**src/rtl/mem_transfer_engine.sv**
```systemverilog
// mem_transfer_engine
// Bus master that copies Count 256-bit words from a source unit/offset to a
// destination unit/offset over the shared address bus. Each word takes three
// bus cycles: a read strobe, a wait cycle while the target returns data, then
// a write strobe.
//
// Ports
//   Clk, nReset        clock (rising edge), asynchronous active-low reset
//   Start              single-cycle command strobe, accepted only when idle
//   SrcAddr, DstAddr   {unit[15:12], offset[11:0]} of the first word
//   Count              number of words to copy (0 completes with no bus activity)
//   MemDataOut         read data returned by the addressed unit
//   address            bus address
//   nRead, nWrite      active-low strobes, never low together
//   ExecDataOut        write data, qualified only by nWrite
//   Busy               high while a command is in flight, through the Done cycle
//   Done, Err          one-cycle completion pulse; Err marks an illegal unit code
//
// state   | meaning
// IDLE    | waiting for Start
// RD_REQ  | read strobe for word k is being issued
// RD_WAIT | target is returning read data
// WR      | write strobe for word k is being issued; k advances
// FIN     | Done (and Err) is being issued
//
// All outputs are registered decodes of the current state, so each bus
// phase appears on the pins one cycle after the state that requests it.
// The write data register doubles as the read holding register: it loads
// MemDataOut in the cycle the target presents it.

module mem_transfer_engine #(
   parameter int DATA_W   = 256,
   parameter int ADDR_W   = 16,
   parameter int CNT_W    = 4,
   parameter int MAX_UNIT = 5
) (
   input  logic              Clk,
   input  logic              nReset,
   input  logic              Start,
   input  logic [ADDR_W-1:0] SrcAddr,
   input  logic [ADDR_W-1:0] DstAddr,
   input  logic [CNT_W-1:0]  Count,
   input  logic [DATA_W-1:0] MemDataOut,
   output logic [ADDR_W-1:0] address,
   output logic              nRead,
   output logic              nWrite,
   output logic [DATA_W-1:0] ExecDataOut,
   output logic              Busy,
   output logic              Done,
   output logic              Err
);

   localparam int OFF_W = ADDR_W - 4;

   localparam logic [2:0] IDLE    = 3'd0;
   localparam logic [2:0] RD_REQ  = 3'd1;
   localparam logic [2:0] RD_WAIT = 3'd2;
   localparam logic [2:0] WR      = 3'd3;
   localparam logic [2:0] FIN     = 3'd4;

   localparam logic [CNT_W-1:0] K_ONE    = CNT_W'(1);
   localparam logic [3:0]       UNIT_MAX = 4'(MAX_UNIT);

   logic [2:0]        state_q, state_d;
   logic [ADDR_W-1:0] src_q, src_d;
   logic [ADDR_W-1:0] dst_q, dst_d;
   logic [CNT_W-1:0]  cnt_q, cnt_d;
   logic [CNT_W-1:0]  k_q, k_d;
   logic              err_flag_q, err_flag_d;
   logic [ADDR_W-1:0] address_q, address_d;
   logic              n_read_q, n_read_d;
   logic              n_write_q, n_write_d;
   logic [DATA_W-1:0] exec_data_q, exec_data_d;
   logic              busy_q, busy_d;
   logic              done_q, done_d;
   logic              err_q, err_d;

   logic [OFF_W-1:0]  src_off_k;
   logic [OFF_W-1:0]  dst_off_k;

   // Offsets wrap modulo 4096; the unit nibble is carried through untouched.
   assign src_off_k = src_q[OFF_W-1:0] + OFF_W'(k_q);
   assign dst_off_k = dst_q[OFF_W-1:0] + OFF_W'(k_q);

   always_comb begin
      state_d     = state_q;
      src_d       = src_q;
      dst_d       = dst_q;
      cnt_d       = cnt_q;
      k_d         = k_q;
      err_flag_d  = err_flag_q;
      address_d   = address_q;
      n_read_d    = 1'b1;
      n_write_d   = 1'b1;
      exec_data_d = exec_data_q;
      done_d      = 1'b0;
      err_d       = 1'b0;

      case (state_q)
         IDLE: begin
            // busy_q is still high during the Done cycle; a Start there is dropped.
            if (Start && !busy_q) begin
               src_d = SrcAddr;
               dst_d = DstAddr;
               cnt_d = Count;
               k_d   = '0;
               if ((SrcAddr[ADDR_W-1 -: 4] > UNIT_MAX) ||
                   (DstAddr[ADDR_W-1 -: 4] > UNIT_MAX)) begin
                  err_flag_d = 1'b1;
                  state_d    = FIN;
               end else if (Count == '0) begin
                  err_flag_d = 1'b0;
                  state_d    = FIN;
               end else begin
                  err_flag_d = 1'b0;
                  state_d    = RD_REQ;
               end
            end
         end
         RD_REQ: begin
            address_d = {src_q[ADDR_W-1 -: 4], src_off_k};
            n_read_d  = 1'b0;
            state_d   = RD_WAIT;
         end
         RD_WAIT: begin
            state_d = WR;
         end
         WR: begin
            // MemDataOut is valid now: the target registered it on the edge
            // that ended the read strobe.
            address_d   = {dst_q[ADDR_W-1 -: 4], dst_off_k};
            n_write_d   = 1'b0;
            exec_data_d = MemDataOut;
            k_d         = k_q + K_ONE;
            state_d     = ((k_q + K_ONE) == cnt_q) ? FIN : RD_REQ;
         end
         FIN: begin
            done_d  = 1'b1;
            err_d   = err_flag_q;
            state_d = IDLE;
         end
         default: begin
            state_d = IDLE;
         end
      endcase

      busy_d = (state_d != IDLE) || (state_q == FIN);
   end

   always_ff @(posedge Clk or negedge nReset) begin
      if (!nReset) begin
         state_q     <= IDLE;
         src_q       <= '0;
         dst_q       <= '0;
         cnt_q       <= '0;
         k_q         <= '0;
         err_flag_q  <= 1'b0;
         address_q   <= '0;
         n_read_q    <= 1'b1;
         n_write_q   <= 1'b1;
         exec_data_q <= '0;
         busy_q      <= 1'b0;
         done_q      <= 1'b0;
         err_q       <= 1'b0;
      end else begin
         state_q     <= state_d;
         src_q       <= src_d;
         dst_q       <= dst_d;
         cnt_q       <= cnt_d;
         k_q         <= k_d;
         err_flag_q  <= err_flag_d;
         address_q   <= address_d;
         n_read_q    <= n_read_d;
         n_write_q   <= n_write_d;
         exec_data_q <= exec_data_d;
         busy_q      <= busy_d;
         done_q      <= done_d;
         err_q       <= err_d;
      end
   end

   assign address     = address_q;
   assign nRead       = n_read_q;
   assign nWrite      = n_write_q;
   assign ExecDataOut = exec_data_q;
   assign Busy        = busy_q;
   assign Done        = done_q;
   assign Err         = err_q;

endmodule

```
**config.mk**
```make
export PLATFORM = sky130hd
export DESIGN_NAME = mem_transfer_engine
export DESIGN_NICKNAME = d
export VERILOG_FILES = /design/src/rtl/mem_transfer_engine.sv
export SDC_FILE = /design/constraint.sdc
export NUM_CORES = 1
export LEC_CHECK = 0
export ABC_AREA = 0
export CAP_MARGIN = 20
export CORE_AREA = 2 2 223 225
export DETAILED_ROUTE_END_ITERATION = 8
export DIE_AREA = 0 0 225 227
export GPL_TIMING_DRIVEN = 0
export PLACE_DENSITY = 0.64
export RECOVER_POWER = 100
export SLEW_MARGIN = 25
export SYNTH_ARGS = -nofsm -noshare
export SYNTH_HDL_FRONTEND = slang
export SYNTH_SLANG_ARGS = --single-unit
```
**constraint.sdc**
```tcl
create_clock -name Clk -period 3.5 [get_ports Clk]
set_input_delay 0.7 -clock Clk [delete_from_list [all_inputs] [get_ports Clk]]
set_output_delay 0.7 -clock Clk [all_outputs]
set_load 0.03 [all_outputs]
```
**Yosys cells after proc, flatten, opt, wreduce, memory -nomap -nowiden**

Index checks and enable logic that the tools add are counted.

- Register bits after elaboration: 321
- Input bits: 295
- Output and inout port bits: 277
- Logic and storage cells: 48

- Add/subtract/negate cells: 3
- Order comparisons: 2
- Equal/unequal tests: 6
- Mux-type cells: 13
- Reductions and logical operators: 11

Operator list:

| kind | number |
|---|---|
| 16-bit one-hot mux with 2 select lines | 1 |
| 12-bit by 4-bit adder with 12-bit output | 2 |
| 3-bit two-way mux | 4 |
| 3-bit one-hot mux with 4 select lines | 1 |
| 4-bit by 3-bit greater-than comparator with 1-bit output, second input constant | 2 |
| 4-bit one-hot mux with 2 select lines | 1 |
| 3-bit by 2-bit == test with 1-bit output, second input constant | 2 |
| 1-bit two-way mux | 5 |
| 4-bit by 1-bit adder with 4-bit output, second input constant | 1 |
| 4-bit == test | 1 |
| 4-bit logical NOT | 1 |
| 4-bit two-way mux | 1 |
| 2-bit AND reduction | 2 |
| 2-bit nonzero test | 2 |
| 3-bit by 1-bit == test with 1-bit output, second input constant | 1 |
| 3-bit == test, second input constant | 1 |
| 3-bit logical NOT | 1 |
| 3-bit nonzero test | 1 |
| 1-bit logical OR | 2 |
| 2-bit != test, second input constant | 1 |
| 1-bit logical AND | 1 |
| 1-bit logical NOT | 1 |

**Depth between registers and ports, before layout**

- Word-level depth: 7
- Gate-level depth with buffers: 16
- Mapped depth without buffers: 13

**Least setup slack after synthesis**

No wires, ideal clock.

- Kind: register to register
- Start point: reg state_q[2]
- End point: reg address_q[10] (netlist: address[10])
- Library setup time: 0.131 ns
- Arrival: 3.032 ns
- Required time: 3.369 ns
- Setup slack: 0.337 ns
- Cell stages (with the launch flop): 16
- Buffers on the path: 3
- Period minus slack after synthesis: 3.163 ns
- Path through: dfrtp_1 > nand2b_1 > buf_2 > nor2_8 > clkbuf_1 > buf_1 > nand2_1 > nand2_1 > ha_1 > inv_1 > fa_1 > nor2b_1 > o21ai_0 > a2111oi_4 > xor2_1 > o21ai_1

- Longest elaborated chain between the ends: 2
- Elaborated cells between the ends (all ways): 4
- Those cells by class: eq/ne (2); mux (1); reduce/logical (1)

Ends and longest elaborated chain:

| element | RTL line | text |
|---|---|---|
| start, declared | 64 | `logic [2:0] state_q, state_d;` |
| start signal, assigned | 166 | `state_q <= state_d;` |
| 3-bit by 2-bit == test with 1-bit output or 3-bit by 1-bit == test with 1-bit output (tied branches) | 99 | `case (state_q)` |
| 16-bit one-hot mux with 2 select lines or 2-bit nonzero test (tied branches) | -- |  |
| end signal, assigned | 172 | `address_q <= address_d;` |
| end, declared | 70 | `logic [ADDR_W-1:0] address_q, address_d;` |

Parallel ways exist; a longest one is shown, timed or not.
A chain may end at the register's enable or synchronous reset.

**Worst setup path in the final report**

Same ends and word-level chain as after synthesis.

==> results_dict.tcl <==
set metrics [dict create \
    synth_fp_nets 1686 \
    cts.reportedPaths.clkPinSlew_ps 60 \
    mostFrequentLayoutCell "nand2_1" \
    period_minus_slack_ps 3227 \
    vdd_drop_max_v 0.0005129 \
    r2r_end "address[10]" \
    hp-start "ExecDataOut[210]" \
    syn_inst 1385 \
    grt_pass1_wl_um 69800 \
    drt_iter0_drc 595 \
    grt_pass1_vias 11820 \
    yosys.area_share.simple_pct 27.06 \
    netlist_area_mm2 0.01266 \
    tightest_slew_ps 2221 \
    wl_per_cell_um 17.63 \
    failed_checks "max-capacitance violations, max-slew violations" \
    clock-root-buffer "clkbuf_16" \
    nets 2299 \
    area_delta_synth_final_pct 61.60 \
    multi_input_area_mm2 0.004272 \
    seq_area_mm2 0.008035 \
    row_count 81 \
    most-common-layout-cells "nand2_1, dfrtp_1, clkdlybuf4s50_1" \
    first_pass_iters 5 \
    place_congestion 0.8989 \
    die_y_um 227 \
    crit_path_start_kind "flip-flop" \
    arrival_ps 3630 \
    drc 0 \
    cts_post_setup_buffers_inserted 0 \
    routed_via_density 4.311 \
    power_mw 21.43 \
    synth-compound-area-share_pct 1.838 \
    clockBufferDepth 3 \
    p_per_area_mw_per_mm2 1047 \
    synthAdderAreaFrac_pct 0.6521 \
    drtAntennaViolNets 0 \
    finalCritPeriodShare_pct 92.19 \
    drt-total-wl_um 46700 \
    skew_ps 13.48 \
    leakage_nw 10.10 \
    clock_latency_ps 550 \
    cts_tree "built" \
    ys_ff_latch 321 \
    synth.distinct_cells 40 \
    grt_max_degree 90 \
    ctsHoldBuffers 0 \
    worstReg2RegStart "state_q[2]" \
    core_area_mm2 0.04855 \
    min_to "ExecDataOut[210]" \
    ioPinCount 572 \
    cts_buffers 39 \
    relSlewSlack_pct -48.09 \
    rrSetupSlack_ps 270 \
    grt-ovfl-total 0 \
    track_usage_pct 17.87 \
    hold_viol_final 0 \
    fmax_ghz 0.3099 \
    dp_hpwl_um 36160 \
    vias 11420 \
    synth_mux_area_share_pct 3.162 \
    worst-setup-path-type "reg -> reg" \
    yosysWarnings 0 \
    ys_seq_area_share_pct 63.45 \
    die_width_um 225 \
    rsz0062_at_grt "false" \
    syn-mean-instance-area_um2 9.143 \
    portBuffers 571 \
    ctsHtreeMaxLevel 2 \
    layout-drive-gt1-share_pct 5.528 \
    r2r.worst_path.cells 15 \
    path_max_fanout 14 \
    end_kind "flip-flop" \
    hold_depth 2 \
    synth_top_family_by_area "simple AND/OR/NAND/NOR gates" \
    slew_viol_final 81 \
    die_area_mm2 0.05108 \
    initial_core_util_pct 26.09 \
    cap_violations 1 \
    status "finished with violations" \
    required_ps 3910 \
    clock_sinks 321 \
    synth-xor-area-share_pct 1.156 \
    final_util_pct 42.16 \
    setup_violations 0 \
    grt_antenna_before_repair 1 \
    worstHoldPathType "reg -> reg" \
    nFillCells 4755 \
]
-- critical path, stage by stage (launching register included) --
cell and delay [ps]:
dfrtp_1 460, nand2b_1 130, buf_2 210, nor2_8 80, inv_4 190, buf_4 230, nand2_1 70, nand2_1 70
ha_1 190, inv_1 70, fa_1 410, nor2b_1 130, o21ai_1 170, a2111oi_4 400, xor2_1 200, o21ai_1 70
-- cell usage after synthesis --
master / count / area share (%)
nor2_1: 9 / 0.27
mux2_2: 21 / 1.9
nor3_2: 1 / 0.079
o21a_1: 2 / 0.12
ha_1: 5 / 0.49
nor4_1: 1 / 0.049
xor2_1: 11 / 0.76
dfrtp_1: 319 / 63
o31a_1: 1 / 0.069
and3_1: 1 / 0.049
o21ai_0: 16 / 0.63
nand3_1: 5 / 0.20
nor4b_1: 1 / 0.069
nor4_2: 2 / 0.20
and2_1: 1 / 0.049
a21oi_1: 5 / 0.20
nor2b_1: 2 / 0.099
o22ai_1: 2 / 0.099
buf_1: 4 / 0.12
fa_1: 1 / 0.16
mux2_4: 2 / 0.24
xor3_1: 1 / 0.19
o31ai_1: 2 / 0.12
clkbuf_1: 35 / 1.0
mux2i_1: 12 / 0.95
nand4_1: 2 / 0.099
nor2_8: 1 / 0.16
mux2i_2: 1 / 0.11
xnor2_1: 3 / 0.21
inv_1: 7 / 0.21
a2111oi_4: 1 / 0.22
inv_4: 1 / 0.049
nand2b_1: 4 / 0.20
o21ai_1: 2 / 0.079
dfstp_2: 2 / 0.41
a21o_1: 1 / 0.059
nand2_1: 862 / 26
a41oi_1: 1 / 0.069
a211oi_1: 3 / 0.18
buf_2: 32 / 1.3
-- worst max path at each step --
stage,from,end,slack [ps]
after floorplan,state_q[2],address[10],340
after global placement,nReset,ExecDataOut[202],-12570
after detailed placement,state_q[2],address[10],-820
after CTS,state_q[2],address[10],110
after global routing,state_q[2],address[10],40
final,state_q[2],address[10],270
-- timing repair --
item	4_1_cts	5_1_grt
resized for setup	9	1
setup endpoints to repair	8	1
pin swaps	0	1
-- metal layers --
metal	share of wire (%)	vias up	GRT usage, %
li1	-	5487	-
met1	41	5434	21.88
met2	49	401	29.96
met3	7.1	95	4.995
met4	3.6	2	6.900
met5	0.021	-	0
-- stage by stage --
| step | worst slack, ps | area, um^2 | setup TNS (ps) | cells | hold slack [ps] |
|---|---|---|---|---|---|
| floorplan | 336.6 | 12660 | 0 | 1385 | 404.4 |
| global placement | -12570 | 19160 | -4014720 | 2578 | 457.0 |
| detailed placement | -824.0 | 19240 | -3448 | 2581 | 461.2 |
| CTS | 105.8 | 20520 | 0 | 2649 | 161.9 |
| global route | 40.66 | 20460 | 0 | 2648 | 476.8 |
| finish | 273.3 | 20460 | 0 | 2649 | 463.7 |
-- layout make-up --
class                      instances  area share (%)
antenna                            1         0.01223
buffer                            69           1.480
clock buffer                      60           5.643
clock inverter                     9          0.5380
inverter                           8          0.1590
multi-input combinational        985           20.87
sequential                       321           39.26
tap                              622           3.803
timing repair buffer             574           28.23
-- registers in the layout (all words and copies together), names as in the netlist, 3 cells and up --
signal       flops
ExecDataOut    256
address         16
dst_q           16
src_q           16
cnt_q            4
k_q              4
state_q          3
-- power by group --
| group | internal [mW] | leakage (nW) | switching, mW |
|---|---|---|---|
| logic | 3.81 | 5.53 | 7.01 |
| clock network | 2.42 | 0.623 | 1.60 |
| registers | 5.56 | 3.95 | 1.02 |
| total | 11.8 | 10.1 | 9.64 |
-- kinds of logic after synthesis --
kind of cell	count (synthesis)
fa+ha+maj	6
compound gates	36
mux	36
simple gates	892
buf+inv	79
flops	321
xor+xnor	15
Note: power is estimated with default switching activity, not from simulation.
